==> src/rtl/processor_debug_pkg.sv <==
// Shared op codes, FSM states and register indices for the processor debug controller.
package processor_debug_pkg;

   typedef enum logic [2:0] {
      OP_STATUS   = 3'd0,
      OP_CONTINUE = 3'd1,
      OP_READ_REG = 3'd2,
      OP_DUMP     = 3'd3,
      OP_STEP     = 3'd4
   } op_e;

   typedef enum logic [2:0] {
      ST_IDLE,
      ST_RD_SETUP,
      ST_RD_CAPTURE,
      ST_RSP_WAIT,
      ST_CONT_PULSE,
      ST_STEP_WAIT_LOW,
      ST_STEP_WAIT_HIGH
   } state_e;

   localparam logic [3:0] DEBUG_REG_IP   = 4'd8;
   localparam logic [3:0] DEBUG_REG_LAST = 4'd8;

endpackage

==> src/rtl/processor_debug_ctrl.sv <==
// Host-side debug sequencer: status, continue, register read/dump, single step (STEP only with PROCESSOR_DEBUG_CTRL_STEP_EN).
// Latency: register read responds 2 cycles after accept, status/errors at accept; dump costs 3 cycles per register.
// Backpressure: one command in flight; rsp_* held stable until rsp_ready, cmd_ready low until the final response is taken.
module processor_debug_ctrl
   import processor_debug_pkg::*;
#(
   parameter int WORD_SIZE    = 18,
   parameter int STEP_TIMEOUT = 1024
) (
   input  logic                 clock,
   input  logic                 reset,
   input  logic                 cmd_valid,
   output logic                 cmd_ready,
   input  logic [2:0]           cmd_op,
   input  logic [3:0]           cmd_reg,
   output logic                 rsp_valid,
   input  logic                 rsp_ready,
   output logic [WORD_SIZE-1:0] rsp_data,
   output logic [3:0]           rsp_tag,
   output logic                 rsp_err,
   input  logic                 cpu_wait_for_continue,
   output logic                 cpu_wait_continue_execution,
   output logic                 cpu_debug_get_param,
   output logic [3:0]           cpu_debug_reg_addr,
   input  logic [WORD_SIZE-1:0] cpu_debug_data,
   output logic                 busy
);

   if (STEP_TIMEOUT < 2) begin : g_bad_step_timeout
      $error("STEP_TIMEOUT must be at least 2");
   end

   state_e               state, state_nxt;
   logic [3:0]           idx, idx_nxt;
   logic                 dump_active, dump_nxt;
   logic                 rsp_set, rsp_err_nxt, rsp_valid_nxt, reject;
   logic [WORD_SIZE-1:0] rsp_data_nxt;
   logic [3:0]           rsp_tag_nxt;
   logic                 accept, rsp_hs;

   assign accept        = cmd_valid & cmd_ready;
   assign rsp_hs        = rsp_valid & rsp_ready;
   assign rsp_valid_nxt = rsp_set | (rsp_valid & ~rsp_ready);

`ifdef PROCESSOR_DEBUG_CTRL_STEP_EN
   localparam int TW = $clog2(STEP_TIMEOUT);
   logic                 step_active, step_nxt;
   logic [WORD_SIZE-1:0] cnt, cnt_inc;
   logic [TW-1:0]        wcnt;
   logic                 wait_expired;

   assign cnt_inc      = (&cnt) ? cnt : cnt + WORD_SIZE'(1);
   assign wait_expired = (wcnt == TW'(STEP_TIMEOUT - 1));
`endif

   always_ff @(posedge clock or posedge reset) begin
      if (reset) state <= ST_IDLE;
      else       state <= state_nxt;
   end

   always_comb begin
      state_nxt    = state;
      idx_nxt      = idx;
      dump_nxt     = dump_active;
      rsp_set      = 1'b0;
      rsp_data_nxt = '0;
      rsp_tag_nxt  = '0;
      rsp_err_nxt  = 1'b0;
      reject       = 1'b0;
`ifdef PROCESSOR_DEBUG_CTRL_STEP_EN
      step_nxt     = step_active;
`endif
      case (state)
         ST_IDLE: begin
            if (accept) begin
               case (cmd_op)
                  OP_STATUS: begin
                     rsp_set      = 1'b1;
                     rsp_data_nxt = WORD_SIZE'(cpu_wait_for_continue);
                     state_nxt    = ST_RSP_WAIT;
                  end
                  OP_CONTINUE: begin
                     if (cpu_wait_for_continue) state_nxt = ST_CONT_PULSE;
                     else                       reject    = 1'b1;
                  end
                  OP_READ_REG: begin
                     if (cpu_wait_for_continue && cmd_reg <= DEBUG_REG_LAST) begin
                        idx_nxt   = cmd_reg;
                        state_nxt = ST_RD_SETUP;
                     end else begin
                        reject = 1'b1;
                     end
                  end
                  OP_DUMP: begin
                     if (cpu_wait_for_continue) begin
                        idx_nxt   = 4'd0;
                        dump_nxt  = 1'b1;
                        state_nxt = ST_RD_SETUP;
                     end else begin
                        reject = 1'b1;
                     end
                  end
`ifdef PROCESSOR_DEBUG_CTRL_STEP_EN
                  OP_STEP: begin
                     if (cpu_wait_for_continue) begin
                        step_nxt  = 1'b1;
                        state_nxt = ST_CONT_PULSE;
                     end else begin
                        reject = 1'b1;
                     end
                  end
`endif
                  default: reject = 1'b1;
               endcase
               if (reject) begin
                  rsp_set     = 1'b1;
                  rsp_err_nxt = 1'b1;
                  state_nxt   = ST_RSP_WAIT;
               end
            end
         end
         ST_RD_SETUP: state_nxt = ST_RD_CAPTURE;
         ST_RD_CAPTURE: begin
            rsp_set      = 1'b1;
            rsp_data_nxt = cpu_debug_data;
            rsp_tag_nxt  = idx;
            state_nxt    = ST_RSP_WAIT;
         end
         ST_RSP_WAIT: begin
            if (rsp_hs) begin
               if (dump_active && idx != DEBUG_REG_LAST) begin
                  idx_nxt   = idx + 4'd1;
                  state_nxt = ST_RD_SETUP;
               end else begin
                  dump_nxt  = 1'b0;
                  state_nxt = ST_IDLE;
               end
            end
         end
         ST_CONT_PULSE: begin
`ifdef PROCESSOR_DEBUG_CTRL_STEP_EN
            if (step_active) state_nxt = ST_STEP_WAIT_LOW;
            else
`endif
            begin
               rsp_set   = 1'b1;
               state_nxt = ST_RSP_WAIT;
            end
         end
`ifdef PROCESSOR_DEBUG_CTRL_STEP_EN
         ST_STEP_WAIT_LOW: begin
            if (!cpu_wait_for_continue) begin
               state_nxt = ST_STEP_WAIT_HIGH;
            end else if (wait_expired) begin
               rsp_set     = 1'b1;
               rsp_err_nxt = 1'b1;
               step_nxt    = 1'b0;
               state_nxt   = ST_RSP_WAIT;
            end
         end
         ST_STEP_WAIT_HIGH: begin
            if (cpu_wait_for_continue) begin
               rsp_set      = 1'b1;
               rsp_data_nxt = cnt_inc;
               step_nxt     = 1'b0;
               state_nxt    = ST_RSP_WAIT;
            end else if (wait_expired) begin
               rsp_set     = 1'b1;
               rsp_err_nxt = 1'b1;
               step_nxt    = 1'b0;
               state_nxt   = ST_RSP_WAIT;
            end
         end
`endif
         default: state_nxt = ST_IDLE;
      endcase
   end

   // The read port stays frozen across a whole dump, including while each response waits.
   always_comb begin
      cpu_wait_continue_execution = (state == ST_CONT_PULSE);
      cpu_debug_get_param         = (state == ST_RD_SETUP) || (state == ST_RD_CAPTURE) ||
                                    (state == ST_RSP_WAIT && dump_active);
      cpu_debug_reg_addr          = idx;
   end

   always_ff @(posedge clock or posedge reset) begin
      if (reset) begin
         idx         <= '0;
         dump_active <= 1'b0;
         cmd_ready   <= 1'b0;
         busy        <= 1'b0;
         rsp_valid   <= 1'b0;
         rsp_data    <= '0;
         rsp_tag     <= '0;
         rsp_err     <= 1'b0;
      end else begin
         idx         <= idx_nxt;
         dump_active <= dump_nxt;
         cmd_ready   <= (state_nxt == ST_IDLE);
         busy        <= (state_nxt != ST_IDLE) | rsp_valid_nxt;
         rsp_valid   <= rsp_valid_nxt;
         if (rsp_set) begin
            rsp_data <= rsp_data_nxt;
            rsp_tag  <= rsp_tag_nxt;
            rsp_err  <= rsp_err_nxt;
         end else if (rsp_hs) begin
            rsp_data <= '0;
            rsp_tag  <= '0;
            rsp_err  <= 1'b0;
         end
      end
   end

`ifdef PROCESSOR_DEBUG_CTRL_STEP_EN
   // cnt spans the whole step from the pulse; wcnt restarts on each wait state.
   always_ff @(posedge clock or posedge reset) begin
      if (reset) begin
         step_active <= 1'b0;
         cnt         <= '0;
         wcnt        <= '0;
      end else begin
         step_active <= step_nxt;
         if (accept)
            cnt <= '0;
         else if (state == ST_CONT_PULSE || state == ST_STEP_WAIT_LOW || state == ST_STEP_WAIT_HIGH)
            cnt <= cnt_inc;
         if (state_nxt != state)
            wcnt <= '0;
         else if (state == ST_STEP_WAIT_LOW || state == ST_STEP_WAIT_HIGH)
            wcnt <= wcnt + TW'(1);
      end
   end
`endif

endmodule

==> config.mk <==
export PLATFORM = sky130hd
export DESIGN_NAME = processor_debug_ctrl
export DESIGN_NICKNAME = d
export VERILOG_FILES = /design/src/rtl/processor_debug_pkg.sv /design/src/rtl/processor_debug_ctrl.sv
export SDC_FILE = /design/constraint.sdc
export NUM_CORES = 1
export LEC_CHECK = 0
export BUFFER_PORTS_ARGS = -buffer_cell sky130_fd_sc_hd__buf_2
export CAP_MARGIN = 0
export CORE_MARGIN = 2
export CORE_UTILIZATION = 44
export DETAILED_ROUTE_END_ITERATION = 7
export PLACE_DENSITY = 0.75
export SYNTH_ARGS = -nofsm -noshare
export SYNTH_HDL_FRONTEND = slang
export SYNTH_SLANG_ARGS = --single-unit
==> constraint.sdc <==
create_clock -name clock -period 1.7 [get_ports clock]
set_clock_uncertainty 0.05 [all_clocks]
set_input_delay 0.34 -clock clock [delete_from_list [all_inputs] [get_ports clock]]
set_output_delay 0.34 -clock clock [all_outputs]
set_load 0.1 [all_outputs]
; ---- Word-level counts from Yosys, hierarchy flattened
; Index checks and enable logic that the tools add are counted.
[op_classes]
add_sub_neg = 1
reduce_logical = 15
n_eq_ne = 17
bitwise = 6
n_mux = 44
n_lt_le_gt_ge = 1
[ops]
columns = operator, n
row1 = $mux 18, 2
row2 = $pmux 18 s2, 1
row3 = $mux 4, 8
row4 = $pmux 3 s4, 2
row5 = $mux 1, 20
row6 = $mux 3, 6
row7 = $pmux 4 s2, 2
row8 = $eq 3x2->1 const B, 4
row9 = $ne 2x2->1 const B, 5
row10 = $logic_not 3->1, 3
row11 = $reduce_and 7->1, 1
row12 = $eq 3x1->1 const B, 2
row13 = $ne 3x3->1 const B, 2
row14 = $reduce_and 6->1, 1
row15 = $add 4x1->4 const B, 1
row16 = $le 4x4->1 const B, 1
row17 = $ne 4x4->1 const B, 1
row18 = $pmux 1 s2, 2
row19 = $reduce_bool 2->1, 2
row20 = $reduce_or 2->1, 2
row21 = $and 1x1->1, 3
row22 = $eq 3x3->1 const B, 1
row23 = $logic_and 1x1->1, 3
row24 = $ne 3x1->1 const B, 1
row25 = 6 further kinds, 8
[word_totals]
regBits = 34
word_cells = 93
out_inout_bits = 32
in_bits = 30

; ---- Depth between registers and ports, before layout
[logic_depth]
depth_word = 11
mapped_depth = 6
mapped_depth_nobuf = 6

; ---- Worst setup path before layout
; Ideal clock, no wire load.
[synth_path]
path_type = flip-flop to output port
startpoint = register state[0]
endpoint = output cpu_debug_get_param
slack_ns = -1.337
required_ns = 1.310
stages_incl_launch_ff = 5
arrival_ns = 2.647
cell_sequence = dfrtp_1 buf_2 nand2_1 nor2_1 nor3_1
[synth_via]
elab_chain_len = 3
[synth_rtl]
columns = item, line
row1 = from (decl), processor_debug_ctrl.sv:33  ; state_e state, state_nxt;
row2 = from (signal assigned), processor_debug_ctrl.sv:58  ; else state <= state_nxt;
row3 = "$eq 3x1->1, or another cell as far along", processor_debug_ctrl.sv:182  ; cpu_debug_get_param = (state == ST_RD_SETUP) || (state == ST_RD_CAPTURE) ||
row4 = $logic_or 1x1->1 or $logic_and 1x1->1 (tied branches), "processor_debug_ctrl.sv:182, processor_debug_ctrl.sv:183"
row5 = $logic_or 1x1->1 *, processor_debug_ctrl.sv:182
row6 = to (decl), processor_debug_ctrl.sv:23  ; output logic cpu_debug_get_param,
; Every way passes the cells marked *; elsewhere a longest branch is shown, timed or not.

; ---- Worst setup path in the final report
[layout_path]
startpoint = register state[1]
endpoint = register rsp_data[14]
[layout_via]
elab_chain_len = 4
[layout_rtl]
columns = item, line
row1 = $eq 3x3->1 or $eq 3x2->1 (tied branches), processor_debug_ctrl.sv:73  ; case (state)
row2 = $reduce_or 2->1 (no line), -
row3 = $pmux 1 s2, processor_debug_ctrl.sv:73
row4 = $mux 18 or $reduce_bool 2->1 (tied branches), -
row5 = to (signal assigned), processor_debug_ctrl.sv:204  ; rsp_data <= rsp_data_nxt;
row6 = to (decl), processor_debug_ctrl.sv:18  ; output logic [WORD_SIZE-1:0] rsp_data,
; Parallel ways exist; a longest one is shown, timed or not.
; A chain may end at the register's enable or synchronous reset.

==> flow_summary.yaml <==
outcome:
  status: "complete, but fails checks"
  violations: "negative setup slack"
critical_path:
  critPathLaunchType: "flip-flop"
  cp.arrival_ns: 1.91
  endpoint_kind: "flip-flop"
  slowest_stage: "dfrtp_1"
  path_max_fanout: 23
  max_stage_delay_ns: 0.40
  cp_cell_sequence: "buf_6, buf_4, xnor2_1, nor2_1, a211oi_2, buf_12, a22o_1"
  cp_data_required_time_ns: 1.87
  worstSetupPathType: "flip-flop to flip-flop"
global_routing:
  grt_pass1_vias: 1470
  overflow: 0
  antenna_found_initial: 0
  grtUsageTotal_pct: 20.9
  grt_pass1_wl_um: 6890
  grt_max_degree: 35
placed_design:
  gp_routability_congestion: 0.871
  pre_cts_ws_ns: -0.0740
  hpwl_um: 2940
  io_buffers: 61
sta:
  period_minus_slack_ns: 1.74
  max_slew_margin_pct: 62.1
  report.final.slew_viol_count: 0
  setup_viol: 26
  fmax_mhz: 575
  rsz0062_at_grt: "true"
  hold_viol_final: 0
  setup_ws_ns: -0.0405
  worst_pin_slew_ns: 0.567
  setup-tns-final_ns: -0.540
  period_share_pct: 102
min_path:
  min_path_type: "input port to async pin"
logic_synthesis:
  avgSynthCellArea_um2: 11.2
  synth_edf_count: 0
  synth_nets: 181
  synthFlopType: "dfrtp_1"
  synth_xor_area_share_pct: 0.525
  synth_warnings: 0
  synth_simple_gate_area_share_pct: 13.8
  synth-adder-area-share_pct: 1.50
  synthMuxAreaShare_pct: 0.600
  netlist_area_um2: 1670
  syn_inst: 149
  synthArstFlopShare_pct: 100
  ys_ff_latch: 34
  yosysSeqAreaShare_pct: 51.0
  synth_cell_types: 43
  synth_top_family_by_area: "compound AO/OA/AOI/OAI gates"
  synth_compound_area_share_pct: 27.4
floorplanning:
  io_pins: 62
  chipHeight_um: 65.6
  coreArea_um2: 3660
  die-area_um2: 4300
  initial_core_util_pct: 45.6
  rows: 22
  dieWidth_um: 65.6
cts:
  clk_pin_slew_ns: 0.07
  cts_tree: "built"
  numClockSinks: 34
  cts_max_level: 2
  cts_buffer_depth: 2
  root_buffer: "clkbuf_8"
  postCtsHoldBufs: 0
  numCtsBuffers: 5
  clkLatencyLatePin_ns: 0.28
final_layout:
  syn_to_final_growth_pct: 50.9
  layout_common_cells: "buf_2 (59), buf_4 (29), dfrtp_1 (28)"
  nFillCells: 287
  layout_commonest_cell: "buf_2"
  multi_input_area_um2: 807
  utilization_pct: 68.8
  antenna_cells: 0
  final-seq-area_um2: 868
  drive_gt1_share_pct: 52.7
  nNetsFinal: 276
drt:
  dr.pass1.iters: 4
  vias_per_cell: 5.49
  routedWlPerCell_um: 14.9
  ant_nets: 0
  drcViolationCount: 0
  drt-initial-drc-count: 119
  drt-total-wl_um: 4380
  num_vias: 1610
flow_run:
  maxCapViolCount: 0
stage by stage:
step / std cells / hold slack (ns) / cell area (um2)
2_1_floorplan: 149 / 0.362 / 1700
3_3_place_gp: 272 / 0.396 / 2220
3_5_place_dp: 272 / 0.406 / 2220
4_1_cts: 285 / 0.105 / 2400
5_1_grt: 293 / 0.130 / 2520
6_report: 293 / 0.0894 / 2520
worst paths after layout:
kind / start / end / slack, ns / cells after the start
worst max-delay path: state[1] / rsp_data[14] / -0.04 / 7
min in group clock: cpu_debug_data[1] / rsp_data[1] / 0.22 / 2
worst min register to register: rsp_err / rsp_err / 0.45 / 1
worst min-delay path: reset / rsp_data[10] / 0.09 / 3
max in group asynchronous: reset / cpu_debug_reg_addr[1] / 1.18 / 3
worst max register to register: state[1] / rsp_data[14] / -0.04 / 7
registers in the layout, summed over array words and instances (netlist names):
signal and cells:
dump_active 1, cpu_debug_reg_addr 4, rsp_valid 1, busy 1, rsp_tag 4, cmd_ready 1
rsp_err 1, rsp_data 18, state 3
synthesized netlist by cell type (3+ instances only):
master / count / share of area, %
inv_1: 8 / 1.8
buf_6: 3 / 2.0
dfrtp_1: 34 / 51
nand3_1: 3 / 0.90
nand3b_1: 3 / 1.4
o21a_1: 3 / 1.4
o21ai_0: 3 / 0.90
nand2_1: 6 / 1.4
nor3_1: 5 / 1.5
a221oi_1: 3 / 1.6
a21oi_1: 6 / 1.8
a22o_1: 23 / 12
buf_2: 3 / 0.90
nor2_1: 11 / 2.5
routing by layer:
| layer | wire, um | track usage, % |
|---|---|---|
| met1 | 1780 | 26.7 |
| met2 | 2280 | 36.0 |
| met3 | 266 | 4.45 |
| met4 | 55 | 5.47 |
| met5 | 0 | 0 |
kinds of logic (layout without fill, tap and decap cells):
logic type,count (synthesis),in the layout
AOI/OAI and AO/OA,55,55
xor gates and xnor gates,1,1
adders and majority gates,2,2
buffers and inverters,16,112
DFF,34,34
muxes,1,1
and+or+nand+nor,40,40
final cells by class:
class	count	share of cell area, %
multi-input combinational	99	32.1
clock buffer	7	3.43
sequential	34	34.5
clock inverter	1	1.19
inverter	8	1.29
timing repair buffer	96	25.1
tap	48	2.39
repair_timing:
item | CTS | global route
pin swaps | 7 | 16
resized for setup | 6 | 13
buffers inserted | 5 | 8
endpoints found under the setup margin | 9 | 30
critical path: cells and delay by family, from the launching register on:
kind	cells	cell delay, ns
AOI/OAI and AO/OA	2	0.50
xor gates and xnor gates	1	0.14
buffers and inverters	3	0.50
DFF	1	0.40
and+or+nand+nor	1	0.09
Power is left out: the tool's default activity adds up to more than one toggle a clock period on the data nets, which glitch-free logic cannot reach.
